**config.mk**
```make
export PLATFORM = sky130hd
export DESIGN_NAME = cpu_trace_recorder
export DESIGN_NICKNAME = d
export VERILOG_FILES = /design/src/rtl/cpu_trace_pkg.sv /design/src/rtl/cpu_trace_recorder_ring.sv /design/src/rtl/cpu_trace_recorder.sv
export SDC_FILE = /design/constraint.sdc
export NUM_CORES = 1
export LEC_CHECK = 0
export CAP_MARGIN = 20
export CORE_ASPECT_RATIO = 1.25
export CORE_MARGIN = 2
export CORE_UTILIZATION = 45
export DETAILED_ROUTE_END_ITERATION = 8
export PLACE_DENSITY = 0.63
export SYNTH_ARGS = -nofsm -noshare
export SYNTH_HDL_FRONTEND = slang
export SYNTH_SLANG_ARGS = --single-unit
```
**constraint.sdc**
```tcl
create_clock -name clk_i -period 9.7 [get_ports clk_i]
set_clock_uncertainty 0.1 [all_clocks]
set_input_delay 0.97 -clock clk_i [delete_from_list [all_inputs] [get_ports clk_i]]
set_output_delay 0.97 -clock clk_i [all_outputs]
set_load 0.005 [all_outputs]
```
**src/rtl/cpu_trace_pkg.sv**
```systemverilog
// Shared types and helpers for the CPU trace recorder.
// Optional build macro: TRACE_PC_FILTER_EN (see cpu_trace_recorder).
package cpu_trace_pkg;

    typedef enum logic [1:0] {
        ST_IDLE,
        ST_RUN,
        ST_HALTED,
        ST_TIMEOUT
    } state_e;

    localparam int unsigned TRACE_XLEN = 32;
    localparam int unsigned TRACE_ILEN = 32;

    typedef struct packed {
        logic [TRACE_XLEN-1:0] pc;
        logic [TRACE_ILEN-1:0] instr;
    } trace_entry_t;

    // Increment that sticks at the all-ones value of a w-bit counter.
    function automatic logic [63:0] sat_inc(
        input logic [63:0] v,
        input int unsigned w
    );
        logic [63:0] top;
        top = (w >= 64) ? '1 : ((64'd1 << w) - 64'd1);
        return (v >= top) ? v : v + 64'd1;
    endfunction

endpackage

```
**src/rtl/cpu_trace_recorder_ring.sv**
```systemverilog
// Circular trace buffer with overwrite/drop policy and a drop counter.
// Output is first-word fall-through from the read pointer.
module trace_ring_buffer
    import cpu_trace_pkg::*;
#(
    parameter int unsigned DEPTH = 16,
    parameter int unsigned W     = 64,
    parameter int unsigned WRAP  = 1,
    parameter int unsigned CNT_W = 32
) (
    input  logic             clk_i,
    input  logic             rst_i,
    input  logic             push_i,
    input  logic [W-1:0]     data_i,
    input  logic             pop_i,
    output logic [W-1:0]     data_o,
    output logic             empty_o,
    output logic             full_o,
    output logic [CNT_W-1:0] dropped_o
);

    localparam int unsigned PW = $clog2(DEPTH);

    logic [PW-1:0]    rptr_q, rptr_d;
    logic [PW-1:0]    wptr_q, wptr_d;
    logic [PW:0]      cnt_q, cnt_d;
    logic [CNT_W-1:0] drop_q, drop_d;
    logic [W-1:0]     mem_q [DEPTH];
    logic             wr_en;
    logic             ovr;
    logic             do_pop;
    logic             empty;
    logic             full;

    assign empty  = (cnt_q == '0);
    assign full   = (cnt_q == (PW+1)'(DEPTH));
    assign do_pop = pop_i && !empty;

    always_comb begin
        rptr_d = rptr_q;
        wptr_d = wptr_q;
        cnt_d  = cnt_q;
        drop_d = drop_q;
        wr_en  = 1'b0;
        ovr    = 1'b0;
        if (do_pop) begin
            rptr_d = rptr_q + PW'(1);
        end
        if (push_i) begin
            if (!full || do_pop) begin
                wr_en  = 1'b1;
                wptr_d = wptr_q + PW'(1);
            end else if (WRAP != 0) begin
                // Full: the oldest slot is reused and the reader skips it.
                wr_en  = 1'b1;
                ovr    = 1'b1;
                wptr_d = wptr_q + PW'(1);
                rptr_d = rptr_q + PW'(1);
                drop_d = CNT_W'(sat_inc(64'(drop_q), CNT_W));
            end else begin
                drop_d = CNT_W'(sat_inc(64'(drop_q), CNT_W));
            end
        end
        if (wr_en && !do_pop && !ovr) begin
            cnt_d = cnt_q + (PW+1)'(1);
        end else if (!wr_en && do_pop) begin
            cnt_d = cnt_q - (PW+1)'(1);
        end
    end

    always_ff @(posedge clk_i) begin
        if (!rst_i) begin
            rptr_q <= '0;
            wptr_q <= '0;
            cnt_q  <= '0;
            drop_q <= '0;
        end else begin
            rptr_q <= rptr_d;
            wptr_q <= wptr_d;
            cnt_q  <= cnt_d;
            drop_q <= drop_d;
        end
    end

    always_ff @(posedge clk_i) begin
        if (rst_i && wr_en) begin
            mem_q[wptr_q] <= data_i;
        end
    end

    assign data_o    = empty ? '0 : mem_q[rptr_q];
    assign empty_o   = empty;
    assign full_o    = full;
    assign dropped_o = drop_q;

endmodule

```
**src/rtl/cpu_trace_recorder.sv**
```systemverilog
// Run control, cycle/retire counters and halt/timeout detection for ID-stage trace.
// Define TRACE_PC_FILTER_EN to add pc_lo_i/pc_hi_i push filtering.
module cpu_trace_recorder
    import cpu_trace_pkg::*;
#(
    parameter int unsigned XLEN       = 32,
    parameter int unsigned ILEN       = 32,
    parameter int unsigned DEPTH      = 16,
    parameter int unsigned HALT_ZEROS = 1,
    parameter int unsigned MAX_CYCLES = 4096,
    parameter int unsigned WRAP       = 1,
    parameter int unsigned CNT_W      = 32
) (
    input  logic             clk_i,
    input  logic             rst_i,
    input  logic             start_i,
    input  logic             valid_i,
    input  logic [XLEN-1:0]  pc_i,
    input  logic [ILEN-1:0]  instr_i,
`ifdef TRACE_PC_FILTER_EN
    input  logic [XLEN-1:0]  pc_lo_i,
    input  logic [XLEN-1:0]  pc_hi_i,
`endif
    input  logic             pop_i,
    output logic [XLEN-1:0]  pop_pc_o,
    output logic [ILEN-1:0]  pop_instr_o,
    output logic             empty_o,
    output logic             full_o,
    output logic [CNT_W-1:0] dropped_o,
    output logic [CNT_W-1:0] cycle_cnt_o,
    output logic [CNT_W-1:0] retired_cnt_o,
    output logic             halt_o,
    output logic             timeout_o
);

    localparam int unsigned EW = XLEN + ILEN;

    state_e           state_q, state_d;
    logic [CNT_W-1:0] cyc_q, cyc_d;
    logic [CNT_W-1:0] ret_q, ret_d;
    logic [3:0]       zr_q, zr_d;
    logic [3:0]       zr_inc;
    logic             halt_hit;
    logic             budget_hit;
    logic             rec;
    logic             in_range;
    logic             push;
    logic [EW-1:0]    pop_data;

`ifdef TRACE_PC_FILTER_EN
    assign in_range = (pc_i >= pc_lo_i) && (pc_i <= pc_hi_i);
`else
    assign in_range = 1'b1;
`endif

    assign zr_inc     = 4'(sat_inc(64'(zr_q), 4));
    assign halt_hit   = valid_i && (instr_i == '0)
                        && (zr_inc >= 4'(HALT_ZEROS));
    assign budget_hit = (MAX_CYCLES != 0)
                        && (cyc_q == CNT_W'(MAX_CYCLES - 1));

    always_comb begin
        state_d = state_q;
        cyc_d   = cyc_q;
        ret_d   = ret_q;
        zr_d    = zr_q;
        rec     = 1'b0;
        unique case (state_q)
            ST_IDLE: begin
                if (start_i) state_d = ST_RUN;
            end
            ST_RUN: begin
                if (!start_i) begin
                    state_d = ST_IDLE;
                end else if (budget_hit && !halt_hit) begin
                    // Budget spent: this cycle does no work.
                    state_d = ST_TIMEOUT;
                end else begin
                    cyc_d = CNT_W'(sat_inc(64'(cyc_q), CNT_W));
                    if (valid_i && (instr_i != '0)) begin
                        rec   = 1'b1;
                        ret_d = CNT_W'(sat_inc(64'(ret_q), CNT_W));
                        zr_d  = '0;
                    end else if (valid_i) begin
                        zr_d = zr_inc;
                    end
                    if (halt_hit) state_d = ST_HALTED;
                end
            end
            ST_HALTED, ST_TIMEOUT: begin
            end
        endcase
    end

    always_ff @(posedge clk_i) begin
        if (!rst_i) begin
            state_q <= ST_IDLE;
            cyc_q   <= '0;
            ret_q   <= '0;
            zr_q    <= '0;
        end else begin
            state_q <= state_d;
            cyc_q   <= cyc_d;
            ret_q   <= ret_d;
            zr_q    <= zr_d;
        end
    end

    assign push = rec && in_range;

    trace_ring_buffer #(
        .DEPTH (DEPTH),
        .W     (EW),
        .WRAP  (WRAP),
        .CNT_W (CNT_W)
    ) u_ring (
        .clk_i     (clk_i),
        .rst_i     (rst_i),
        .push_i    (push),
        .data_i    ({pc_i, instr_i}),
        .pop_i     (pop_i),
        .data_o    (pop_data),
        .empty_o   (empty_o),
        .full_o    (full_o),
        .dropped_o (dropped_o)
    );

    assign pop_pc_o      = pop_data[EW-1:ILEN];
    assign pop_instr_o   = pop_data[ILEN-1:0];
    assign cycle_cnt_o   = cyc_q;
    assign retired_cnt_o = ret_q;
    assign halt_o        = (state_q == ST_HALTED);
    assign timeout_o     = (state_q == ST_TIMEOUT);

endmodule

```
== Yosys cells after proc, flatten, opt, wreduce, memory -nomap -nowiden ==
Memory sizes are Yosys's and may differ from the RTL's. A register that Yosys moved wholly into a read port is not among the register bits.
Cells that the tools add are included.
Storage, ports and cells
  register bits after elaboration: 115
  bits in writable memories: 1024
  input port bits: 69
  output and inout port bits: 164
  logic and storage cells: 86
  memories: 1
Operators by class
  add/subtract/negate cells: 8
  magnitude comparators: 5
  eq/ne operators: 7
  mux-type cells: 24
  bitwise gates (word level): 5
  reduce and logical (&&, ||, !) cells: 28
Memory list
  u_ring.mem_q: words 16, width 64, read ports 1, clocked after Yosys merged registers in 1, write ports 1, line cpu_trace_recorder_ring.sv:28  | logic [W-1:0] mem_q [DEPTH];
Operators by type and width (number)
  adder 32 x 1 -> 32 bit (second input constant): 3
  greater-or-equal comparator 32 bit (second input constant): 3
  2-to-1 mux 64 bit: 1
  == test 32 x 12 -> 1 bit (second input constant): 1
  zero test 32 bit: 1
  nonzero test 32 bit: 1
  2-to-1 mux 4 bit: 7
  adder 4 x 1 -> 4 bit (second input constant): 3
  2-to-1 mux 5 bit: 2
  logical AND 1 bit: 9
  2-to-1 mux 1 bit: 9
  2-to-1 mux 2 bit: 4
  AND reduction 4 bit: 2
  zero test 1 bit: 6
  AND reduction 3 bit: 2
  nonzero test 2 bit: 3
  adder 5 x 1 -> 5 bit (second input constant): 1
  == test 5 bit (second input constant): 1
  zero test 5 bit: 1
  inverter 1 bit: 5
  AND reduction 5 bit: 1
  subtractor 5 x 1 -> 5 bit (second input constant): 1
  == test 2 bit (second input constant): 2
  greater-or-equal comparator 4 x 1 -> 1 bit (second input constant): 1
  other kinds (7): 7

== Depth between registers and ports, before layout ==
Gate-level depths: netlist (run 1).
  word-level depth: 14
  depth in mapped cells: 13
  depth with buffers taken out: 11

== Hierarchy ==
Synthesis (run 1) repeated with hierarchy kept, for this count alone.
Unflattened totals
  cell total of the unflattened synthesis: 2239
  area, all modules: 44858.0 um^2
Modules (own cells, without submodules)
  trace_ring_buffer: times used 1, cells each 1782, area an instance 41168.2 um^2, sequential area each 31650.4 um^2
  cpu_trace_recorder: times used 1, cells each 457, area an instance 3689.8 um^2, sequential area each 1401.3 um^2

== Worst setup path before layout (run 1) ==
Ideal clock, no wire load.
  path kind: input to register
  from: in instr_i[27]
  to: mem u_ring.mem_q[3][0], enable pin
  data arrival time: 6.221 ns
  required time: 9.036 ns
  path slack: 2.814 ns
  cell stages on the path: 8
  path buffers: 2
  path through: nor4_1 nand2_1 or4_1 clkbuf_1 and3_4 buf_6 nand3_1 nor3_1
On the way
  word-level cells in the longest chain between the ends: 12
  elaborated cells between the ends (all ways): 15
  classes of those cells: mux (7); reduce/logical (8)
RTL lines
  from (decl): line cpu_trace_recorder.sv:19  | input logic [ILEN-1:0] instr_i,
  zero test 32 bit: line cpu_trace_recorder.sv:57  | assign halt_hit = valid_i && (instr_i == '0)
  logical AND 1 bit: line cpu_trace_recorder.sv:57
  logical AND 1 bit: line cpu_trace_recorder.sv:58  | && (zr_inc >= 4'(HALT_ZEROS));
  zero test 1 bit: line cpu_trace_recorder.sv:75  | end else if (budget_hit && !halt_hit) begin
  logical AND 1 bit: line cpu_trace_recorder.sv:75
  2-to-1 mux 1 bit *: line cpu_trace_recorder.sv:75
  2-to-1 mux 1 bit *: line cpu_trace_recorder.sv:73  | if (!start_i) begin
  2-to-1 mux 1 bit *: line cpu_trace_recorder.sv:68  | unique case (state_q)
  2-to-1 mux 1 bit *: line cpu_trace_recorder_ring.sv:49  | if (push_i) begin
  logical AND 1 bit *: line cpu_trace_recorder_ring.sv:86  | if (rst_i && wr_en) begin
  2-to-1 mux 1 bit *: line cpu_trace_recorder_ring.sv:86
  2-to-1 mux 1 bit (not written as such) *: line cpu_trace_recorder_ring.sv:87  | mem_q[wptr_q] <= data_i;
  to (decl): line cpu_trace_recorder_ring.sv:28
Mark *: on every way between the ends. The rest lies on a longest branch, timed or not.

==> impl_metrics.tcl, run 1 <==
set metrics [dict create \
    path_max_fanout 70 \
    grt_start_max_net_pins 122 \
    post_cts_buffers 0 \
    io_pins 233 \
    grtUsageTotal_pct 20.33 \
    path_common_cell "mux4_2" \
    fmax_mhz 182.9 \
    synth-seq-cells 1139 \
    tns_ps 0 \
    power_leakage_uw 0.01585 \
    drc 0 \
    wirelength_mm 104.3 \
    rr_startpoint "u_ring.cnt_q[0]" \
    fin_nets 2636 \
    critPathTopFamily "buffers and inverters" \
    grt_first_pass_wirelength_mm 154.6 \
    fin_cells 3948 \
    startpoint "u_ring.rptr_q[1]" \
    max_stage_delay_ps 1020 \
    row_count 129 \
    cp_slowest_cell "dfxtp_4" \
    ys.flop_type "edfxtp_1" \
    mostFrequentLayoutCells "edfxtp_1 (1,024), mux4_2 (320), clkdlybuf4s50_1 (231), clkbuf_16 (111), dfxtp_1 (111)" \
    maxCapViolCount 0 \
    status "complete, no violations" \
    dr.pass1.iters 5 \
    clk_path_buf_depth 3 \
    area_growth_pct 16.73 \
    worstHoldStart "u_ring.cnt_q[3]" \
    wl_per_cell_um 26.42 \
    p_per_area_mw_per_mm2 225.6 \
    critPathKind "reg -> out" \
    slew_violations 0 \
    synth_cell_types 54 \
    crit_required_ps 8630 \
    drive_gt1_share_pct 21.08 \
    fp.dieArea_mm2 0.1029 \
    tightest_slew_ps 1132 \
    nFillCells 7675 \
    mappedNetlistNets 2378 \
    cts.sinks 1139 \
    timing.final.crit_period_ps 5468 \
    numCtsBuffers 110 \
    ctsResizeCount 0 \
    path_buf_inv 2 \
    syn_inst 2295 \
    yosysSeqAreaShare_pct 73.21 \
    overflow 0 \
    cts_tree "built" \
    gp_congestion 0.7997 \
    syn_avg_cell_area_um2 19.67 \
    syn-cell-area_mm2 0.04515 \
    htree_levels 3 \
    startpoint_type "flip-flop" \
    post_dp_cell_area_mm2 0.04905 \
    antenna_left 0 \
    endpoint_kind "primary output" \
    synth-async-reset-ratio_pct 0 \
    chipWidth_um 287.3 \
    placement.io_buffers 232 \
    period_share_pct 56.37 \
    root_buffer "clkbuf_16" \
    crit_path_cell_trace "buf_4 -> mux4_2 -> mux4_2 -> nor2b_1 -> clkdlybuf4s50_1" \
    die_y_um 358.1 \
    design_area_mm2 0.05270 \
    worstPathArrival_ps 4400 \
    synth_edf_count 1024 \
    placedCellCount 3747 \
    drt_iter0_drc 1850 \
    clkTransAtPathRegs_ps 70 \
    via_per_inst 5.918 \
    antenna_found_initial 8 \
    vdd_drop_max_uv 181.3 \
    insertion_delay_ps 710 \
    grt_setup_unrepaired "false" \
    ctsHoldBuffers 0 \
    finalSetupViolations 0 \
    hold_viol_final 0 \
    place_hpwl_mm 55.54 \
    grt_pass1_vias 23910 \
    slew_headroom_pct 24.52 \
    final_common_cell "edfxtp_1" \
    hold_path_class "reg -> reg" \
    yosys_warnings 0 \
    via_count 23360 \
    coreArea_mm2 0.09926 \
    start_util_pct 45.48 \
    diodes 0 \
]
logic make-up after synthesis:
logic type               count (synthesis)  share of synthesized area [%]
flip-flops                            1139                          73.21
multiplexers                           343                          16.47
adder cells (fa/ha/maj)                 14                         0.4046
AND/OR/NAND/NOR                        470                          5.975
AO/OA/AOI/OAI                          159                          2.214
buffers and inverters                  149                          1.316
XOR/XNOR                                21                         0.4074
flip-flops by register name, indices dropped and copies added (netlist names), 4 cells and up:
signal,count
u_ring.cnt_q,5
cycle_cnt_o,32
u_ring.rptr_q,4
u_ring.mem_q,1024
zr_q,4
u_ring.wptr_q,4
u_ring.dropped_o,32
retired_cnt_o,32
where the power goes:
part	internal (uW)	switching, uW
Combinational	1200	994
Sequential	5360	73.4
Clock	2440	1820
Total	9000	2890
per-stage QoR:
stage	setup slack (ps)	utilization [%]	hold WS (ps)	total power, uW
global placement	4312	49.41	365.7	7746
global route	4050	53.09	418.9	12330
CTS	3865	53.01	394.9	12020
floorplan	2814	-	353.1	6817
detailed placement	4192	49.41	389.4	7766
finish	4232	53.09	394.9	11890
worst min-delay path, stage by stage, from the launching register on:
cell     delay, ps
dfxtp_1        340
nand2_1         60
o21ai_0         60
cell usage after synthesis (13+ instances only):
| master | n | share of area, % |
|---|---|---|
| mux4_2 | 320 | 16 |
| nand2b_1 | 23 | 0.32 |
| nand2_1 | 70 | 0.58 |
| o31ai_1 | 38 | 0.63 |
| nor4_1 | 32 | 0.44 |
| buf_2 | 18 | 0.20 |
| nor2_1 | 40 | 0.33 |
| and3_1 | 16 | 0.22 |
| buf_1 | 27 | 0.22 |
| inv_1 | 14 | 0.12 |
| o21ai_0 | 23 | 0.25 |
| and4_1 | 18 | 0.35 |
| edfxtp_1 | 1024 | 68 |
| or4_1 | 45 | 0.75 |
| mux2i_1 | 23 | 0.51 |
| clkbuf_1 | 87 | 0.72 |
| nand3_1 | 59 | 0.65 |
| nor3_1 | 19 | 0.21 |
| ha_1 | 13 | 0.36 |
| or3_1 | 20 | 0.28 |
| a21oi_1 | 63 | 0.70 |
| nand4_1 | 39 | 0.54 |
| dfxtp_1 | 115 | 5.1 |
| xor2_1 | 15 | 0.29 |
| nor2b_1 | 68 | 0.94 |
routing by layer:
metal	track usage, %	part of all wire (%)	up-vias
met2	34.33	51	699
met3	2.723	4.8	153
met1	27.87	42	12430
li1	-	-	10070
met4	5.792	2.1	10
met5	0	0.062	-
area by class of cell:
| type | count | area, um^2 | area share [%] |
|---|---|---|---|
| Multi-Input combinational cell | 1007 | 11620 | 22.06 |
| Inverter | 14 | 52.55 | 0.09971 |
| Timing Repair Buffer | 281 | 2746 | 5.211 |
| Tap cell | 1310 | 1639 | 3.110 |
| Clock buffer | 131 | 2853 | 5.413 |
| Sequential cell | 1139 | 33070 | 62.74 |
| Clock inverter | 66 | 720.7 | 1.367 |
worst paths after layout:
kind	cells past startpoint	to	slack (ps)
max	5	pop_pc_o[18]	4230
max reg2reg	12	u_ring.cnt_q[4]	4960
min reg2reg	2	u_ring.cnt_q[3]	390
min	2	u_ring.cnt_q[3]	390
Note: power is estimated with default switching activity, not from simulation.
==> inputs of run 2 (changes only) <==
Settings changed: PLACE_DENSITY 0.63 to 0.65.
Clock period 9.7 ns to 4.8 ns, I/O delays scaled along.
==> run 2 against run 1 <==
  * Combinational power up 110%
  * Total power rose by 99%
  * Count of clock-buffer cells in the layout is 2 higher
  * Flip-flop and latch count stayed put
  * Sequential share of layout area down 0.66 points
  * First-iteration DRC count increased by 16%
  * Via count is 0.93% higher
  * Wire length increased by 0.58%
  * Sequential power grew 100%
  * Highest routed layer unchanged
==> impl_metrics.tcl, run 2 (synthesis gave the netlist of run 1 again) <==
set metrics [dict create \
    root_buffer "clkbuf_16" \
    critPathKind "reg -> out" \
    tightest_slew_ps 1159 \
    grtUsageTotal_pct 20.54 \
    grt_pass1_vias 24550 \
    overflow 0 \
    fmax_mhz 227.7 \
    worstHoldStart "cycle_cnt_o[6]" \
    grt_setup_unrepaired "false" \
    slew_headroom_pct 22.27 \
    grt_start_max_net_pins 67 \
    via_count 23580 \
    clk_path_buf_depth 3 \
    numCtsBuffers 107 \
    hold_viol_final 0 \
    place_worst_setup_slack_ps 129.8 \
    largest_reg_flops 1024 \
    timing.final.crit_period_ps 4392 \
    hold_path_class "reg -> reg" \
    drive_gt1_share_pct 22.64 \
    drt_iter0_drc 2149 \
    wl_per_cell_um 26.22 \
    insertion_delay_ps 710 \
    placement.io_buffers 232 \
    ctsResizeCount 0 \
    fp.dieArea_mm2 0.1029 \
    clkTransAtPathRegs_ps 70 \
    holdPathEnd "cycle_cnt_o[6]" \
    grt_first_pass_wirelength_mm 157.9 \
    status "complete, no violations" \
    maxCapViolCount 0 \
    coreArea_mm2 0.09926 \
    endpoint_kind "primary output" \
    ctsHoldBuffers 0 \
    area_growth_pct 17.98 \
    reg2reg_slack_ps 1110 \
    place_hpwl_mm 63.04 \
    finalWorstSetupSlack_ps 407.5 \
    startpoint_type "flip-flop" \
    drc 0 \
    slew_violations 0 \
    cts.sinks 1139 \
    gp_congestion 0.7940 \
    regMostFlops "u_ring.mem_q" \
    worstPathArrival_ps 3810 \
    r2r_end "u_ring.cnt_q[4]" \
    chipWidth_um 287.3 \
    design_area_mm2 0.05326 \
    htree_levels 3 \
    start_util_pct 45.48 \
    post_cts_buffers 0 \
    whs_path_depth 2 \
    p_per_area_mw_per_mm2 445.0 \
    vdd_drop_max_uv 367.0 \
    cts_tree "built" \
    holdWs_ps 399.7 \
    via_per_inst 5.892 \
    row_count 129 \
    antenna_left 0 \
    fin_nets 2682 \
    wirelength_mm 104.9 \
    tns_ps 0 \
    period_share_pct 91.51 \
    reg2regPathDepth 9 \
    mostFrequentLayoutCells "edfxtp_1 (1,024), mux4_2 (320), clkdlybuf4s50_1 (231), dfxtp_1 (111), clkbuf_16 (107)" \
    io_pins 233 \
    finalSetupViolations 0 \
    die_y_um 358.1 \
    crit_required_ps 4220 \
    power_leakage_uw 0.01606 \
    post_dp_cell_area_mm2 0.04986 \
    rr_startpoint "cycle_cnt_o[31]" \
    final_common_cell "edfxtp_1" \
    dr.pass1.iters 5 \
    path_max_fanout 66 \
    antenna_found_initial 3 \
]
## run 2: changes by cell type in the layout (fill, tap and decap cells not counted), moves of 2 or more
| cell | before | now |
|---|---|---|
| bufinv_16 | 13 | 6 |
| clkbuf_1 | 20 | 23 |
| clkinv_8 | 3 | 1 |
| clkinvlp_4 | 4 | 9 |
| clkinv_1 | 21 | 17 |
| buf_12 | 3 | 33 |
| buf_4 | 44 | 63 |
| nor3_4 | 0 | 4 |
| diode_2 | 0 | 2 |
| clkinvlp_2 | 3 | 1 |
| clkbuf_16 | 111 | 107 |
| nor3_2 | 4 | 0 |
| inv_16 | 0 | 3 |
| clkinv_2 | 15 | 23 |
## run 2: layer usage
layer  vias to the layer above  global-route usage (%)  wire, um
li1                      10180                       -         -
met4                         6                   4.365      1589
met1                     12440                   27.38     42670
met5                         -                       0        40
met2                       837                   35.86     54740
met3                       125                   3.212      5887
## run 2: stage by stage
step / util, % / total power [uW] / instances
after floorplan: - / 13780 / 2295
after global placement: 50.23 / 15820 / 3798
after detailed placement: 50.23 / 15840 / 3799
after CTS: 53.64 / 23980 / 3999
after global routing: 53.65 / 24590 / 4000
final: 53.66 / 23700 / 4002
## run 2: how the worst max path moves through the flow
| stage | slack [ps] | endpoint | cells after the start | start |
|---|---|---|---|---|
| finish | 410 | pop_pc_o[12] | 5 | u_ring.cnt_q[0] |
| CTS | 290 | pop_pc_o[12] | 5 | u_ring.cnt_q[0] |
| floorplan | 30 | u_ring.mem_q[15][0] | 9 | cycle_cnt_o[5] |
| global route | 190 | pop_pc_o[12] | 5 | u_ring.cnt_q[0] |
| detailed placement | 130 | u_ring.cnt_q[4] | 12 | instr_i[13] |
| global placement | 250 | u_ring.cnt_q[4] | 11 | instr_i[24] |
## run 2: layout make-up
cell class / instances / area (um^2)
clock buffers: 133 / 2790
repair buffers: 330 / 3467
inverters: 14 / 52.55
diodes: 2 / 5.005
flip-flops and latches: 1139 / 33070
multi-input cells: 1007 / 11650
fillers: 7566 / 46000
well taps: 1310 / 1639
clock inverters: 67 / 593.1
## run 2: worst max-delay path: stages (launching register included)
cell and delay [ps]:
dfxtp_1 380, nor4_1 740, nor2b_4 280, buf_4 800, nor2b_1 340, clkdlybuf4s50_1 540
## run 2: report_power, final
part | internal [uW] | leakage (uW) | switching, uW
clock network | 4490 | 0.00164 | 3680
logic | 2480 | 0.00428 | 2100
registers | 10800 | 0.0101 | 120
total | 17800 | 0.0161 | 5910
==> inputs of run 3 (changes only) <==
Settings changed: ABC_AREA set to 1.
==> run 3 against run 2 <==
  * Combinational power increased by 45%
  * Largest cell class unchanged
  * Final area increased by 1.9%
  * Count of clock-buffer cells in the layout up 3
  * Critical endpoint is now pop_pc_o[26]
  * Highest routed layer unchanged
  * Worst hold slack worse by 26 ps
==> impl_metrics.tcl, run 3 <==
set metrics [dict create \
    status "complete, no violations" \
    maxCapViolCount 0 \
    finalWorstSetupSlack_ps 280.4 \
    slew_violations 0 \
    grt_pass1_vias 30820 \
    synth.top_cell.area_share_pct 65.86 \
    synth-async-reset-ratio_pct 0 \
    intPower_uw 17990 \
    nFillCells 8626 \
    timing.final.crit_period_ps 4520 \
    final_common_cell "edfxtp_1" \
    max_stage_delay_ps 590 \
    synth_top_area_cell "edfxtp_1" \
    slew_headroom_pct 24.55 \
    largest_reg_flops 1024 \
    power_leakage_uw 0.01697 \
    ys.flop_type "edfxtp_1" \
    start_util_pct 45.23 \
    final_core_utilization_pct 52.59 \
    row_count 132 \
    yosys.cell_count.top_type "edfxtp_1" \
    chipWidth_um 292.1 \
    diodes 0 \
    p_per_area_mw_per_mm2 480.5 \
    syn_inst 3842 \
    post_dp_cell_area_mm2 0.05080 \
    grt_start_max_net_pins 232 \
    tns_ps 0 \
    synthTopCellsByArea "edfxtp_1 (66%), o21ai_0 (5.8%), nor2_1 (5.3%)" \
    htree_levels 3 \
    wl_per_cell_um 22.99 \
    path_buf_inv 3 \
    insertion_delay_ps 710 \
    synth_cell_types 48 \
    die_y_um 364.1 \
    overflow 0 \
    hold_path_class "in -> reg" \
    reg2reg_slack_ps 1710 \
    multi_input_area_mm2 0.01232 \
    regMostFlops "u_ring.mem_q" \
    via_count 31900 \
    syn_avg_cell_area_um2 12.15 \
    via_per_inst 5.863 \
    period_share_pct 94.16 \
    fmax_mhz 221.3 \
    ctsResizeCount 0 \
    grtUsageTotal_pct 23.09 \
    clk_path_buf_depth 3 \
    startpoint_type "flip-flop" \
    drt_iter0_drc 3210 \
    crit_path_cell_trace "inv_8 -> buf_4 -> o21ai_0 -> o221ai_1 -> o211ai_1 -> a21oi_1 -> clkdlybuf4s50_1" \
    ctsHoldBuffers 0 \
    dr.pass1.iters 7 \
    rr_startpoint "zr_q[1]" \
    finalSetupViolations 0 \
    holdWs_ps 373.4 \
    mostFrequentLayoutCells "edfxtp_1 (1,024), nor2_1 (647), o21ai_0 (543), nand2_1 (322), clkdlybuf4s50_1 (232)" \
    seq_power_share_pct 42.0 \
    worstPathArrival_ps 3940 \
    crit_required_ps 4220 \
    root_buffer "clkbuf_16" \
    fp.dieArea_mm2 0.1064 \
    r2r_end "u_ring.mem_q[7][15]" \
    synthTopCellsByCount "edfxtp_1 (1,024), nor2_1 (656), o21ai_0 (543), nand2_1 (322), clkbuf_1 (200)" \
    cts_tree "built" \
    antenna_found_initial 1 \
    endpoint_kind "primary output" \
    ff_latch_area_mm2 0.03307 \
    yosys_warnings 0 \
    vdd_drop_max_uv 459.5 \
    design_area_mm2 0.05429 \
    synth-seq-cells 1139 \
    cts.sinks 1139 \
    coreArea_mm2 0.1032 \
    synth_edf_count 1024 \
    grt_first_pass_wirelength_mm 188.3 \
    path_max_fanout 104 \
    io_pins 233 \
    clkTransAtPathRegs_ps 60 \
    whs_path_depth 3 \
    cp_slowest_cell "clkdlybuf4s50_1" \
    syn-cell-area_mm2 0.04669 \
    post_cts_buffers 0 \
    wirelength_mm 125.1 \
    tightest_slew_ps 1132 \
    fin_nets 4104 \
    mappedNetlistNets 3925 \
    place_worst_setup_slack_ps 613.1 \
    worstHoldStart "start_i" \
    hold_viol_final 0 \
    p_sw_uw 8098 \
    grt_setup_unrepaired "false" \
    critPathKind "reg -> out" \
    p_comb_share_pct 25.4 \
    reg2regPathDepth 12 \
    holdPathEnd "state_q[0]" \
    gp_congestion 0.9155 \
    placement.io_buffers 232 \
    antenna_left 0 \
    drive_gt1_share_pct 7.218 \
    critPathTopFamily "buffers and inverters" \
    yosysSeqAreaShare_pct 70.80 \
    drc 0 \
    place_hpwl_mm 70.23 \
    p_clk_share_pct 32.6 \
    switching_share_pct 31.04 \
    numCtsBuffers 108 \
    area_growth_pct 16.28 \
]
==> run 3: cell count changes after synthesis, sizes merged, moves of 45 or more <==
cell    previous run  this run
inv               14        98
o221ai             0       179
mux4             320         0
nor2              40       663
a21oi             63       162
or4               45         0
clkbuf            88       201
o211ai             2        77
nor2b             68         0
o22ai              0        77
nand2             70       333
o21ai             23       545
==> run 3: worst reg2reg max path: cells and delay by family, from the launching register on <==
family / cells / cell delay (ps)
adders and majority gates: 1 / 210
DFF: 1 / 380
buffers and inverters: 2 / 620
and+or+nand+nor: 8 / 1300
AOI/OAI and AO/OA: 1 / 80
==> run 3: power groups by stage <==
stage / Combinational (uW) / Clock (uW) / Sequential (uW)
final: 6620 / 8500 / 11000
after CTS: 6650 / 8660 / 11000
after global routing: 7220 / 9000 / 11000
after global placement: 6540 / 0 / 11200
after detailed placement: 6610 / 0 / 11200
after floorplan: 3700 / 0 / 11100
==> run 3: layout make-up <==
| type | count | share of cell area [%] |
|---|---|---|
| inverter | 99 | 0.7467 |
| clock buffer | 136 | 5.368 |
| clock inverter | 54 | 1.051 |
| tap | 1340 | 3.088 |
| sequential | 1139 | 60.91 |
| timing repair buffer | 320 | 6.140 |
| multi-input combinational | 2353 | 22.70 |
==> run 3: through the flow <==
stage | power, uW | instances
floorplan | 14770 | 3842
global placement | 17710 | 5251
detailed placement | 17790 | 5251
CTS | 26280 | 5441
global route | 27180 | 5441
finish | 26090 | 5441
==> run 3: worst max-delay path by stage <==
stage,startpoint,endpoint,slack (ps),cells after the start
floorplan,instr_i[31],u_ring.mem_q[1][0],-1720,11
global placement,instr_i[26],u_ring.mem_q[2][9],650,13
detailed placement,instr_i[26],u_ring.mem_q[7][14],610,13
CTS,u_ring.rptr_q[1],pop_pc_o[26],270,7
global route,u_ring.rptr_q[1],pop_pc_o[26],210,7
finish,u_ring.rptr_q[1],pop_pc_o[26],280,7
==> run 3: logic make-up after synthesis <==
family | Yosys count | synth area share, %
flops | 1139 | 70.80
buf+inv | 350 | 3.095
compound gates | 1046 | 13.30
fa+ha+maj | 14 | 0.3913
simple gates | 1219 | 11.03
xor+xnor | 74 | 1.388
==> run 3: layer usage <==
metal | vias up | wire, um | GRT usage, %
met5 | - | 13 | 0
met4 | 2 | 3459 | 7.934
met3 | 211 | 7707 | 2.859
met2 | 1202 | 62300 | 39.79
met1 | 15870 | 51630 | 30.28
li1 | 14610 | - | -
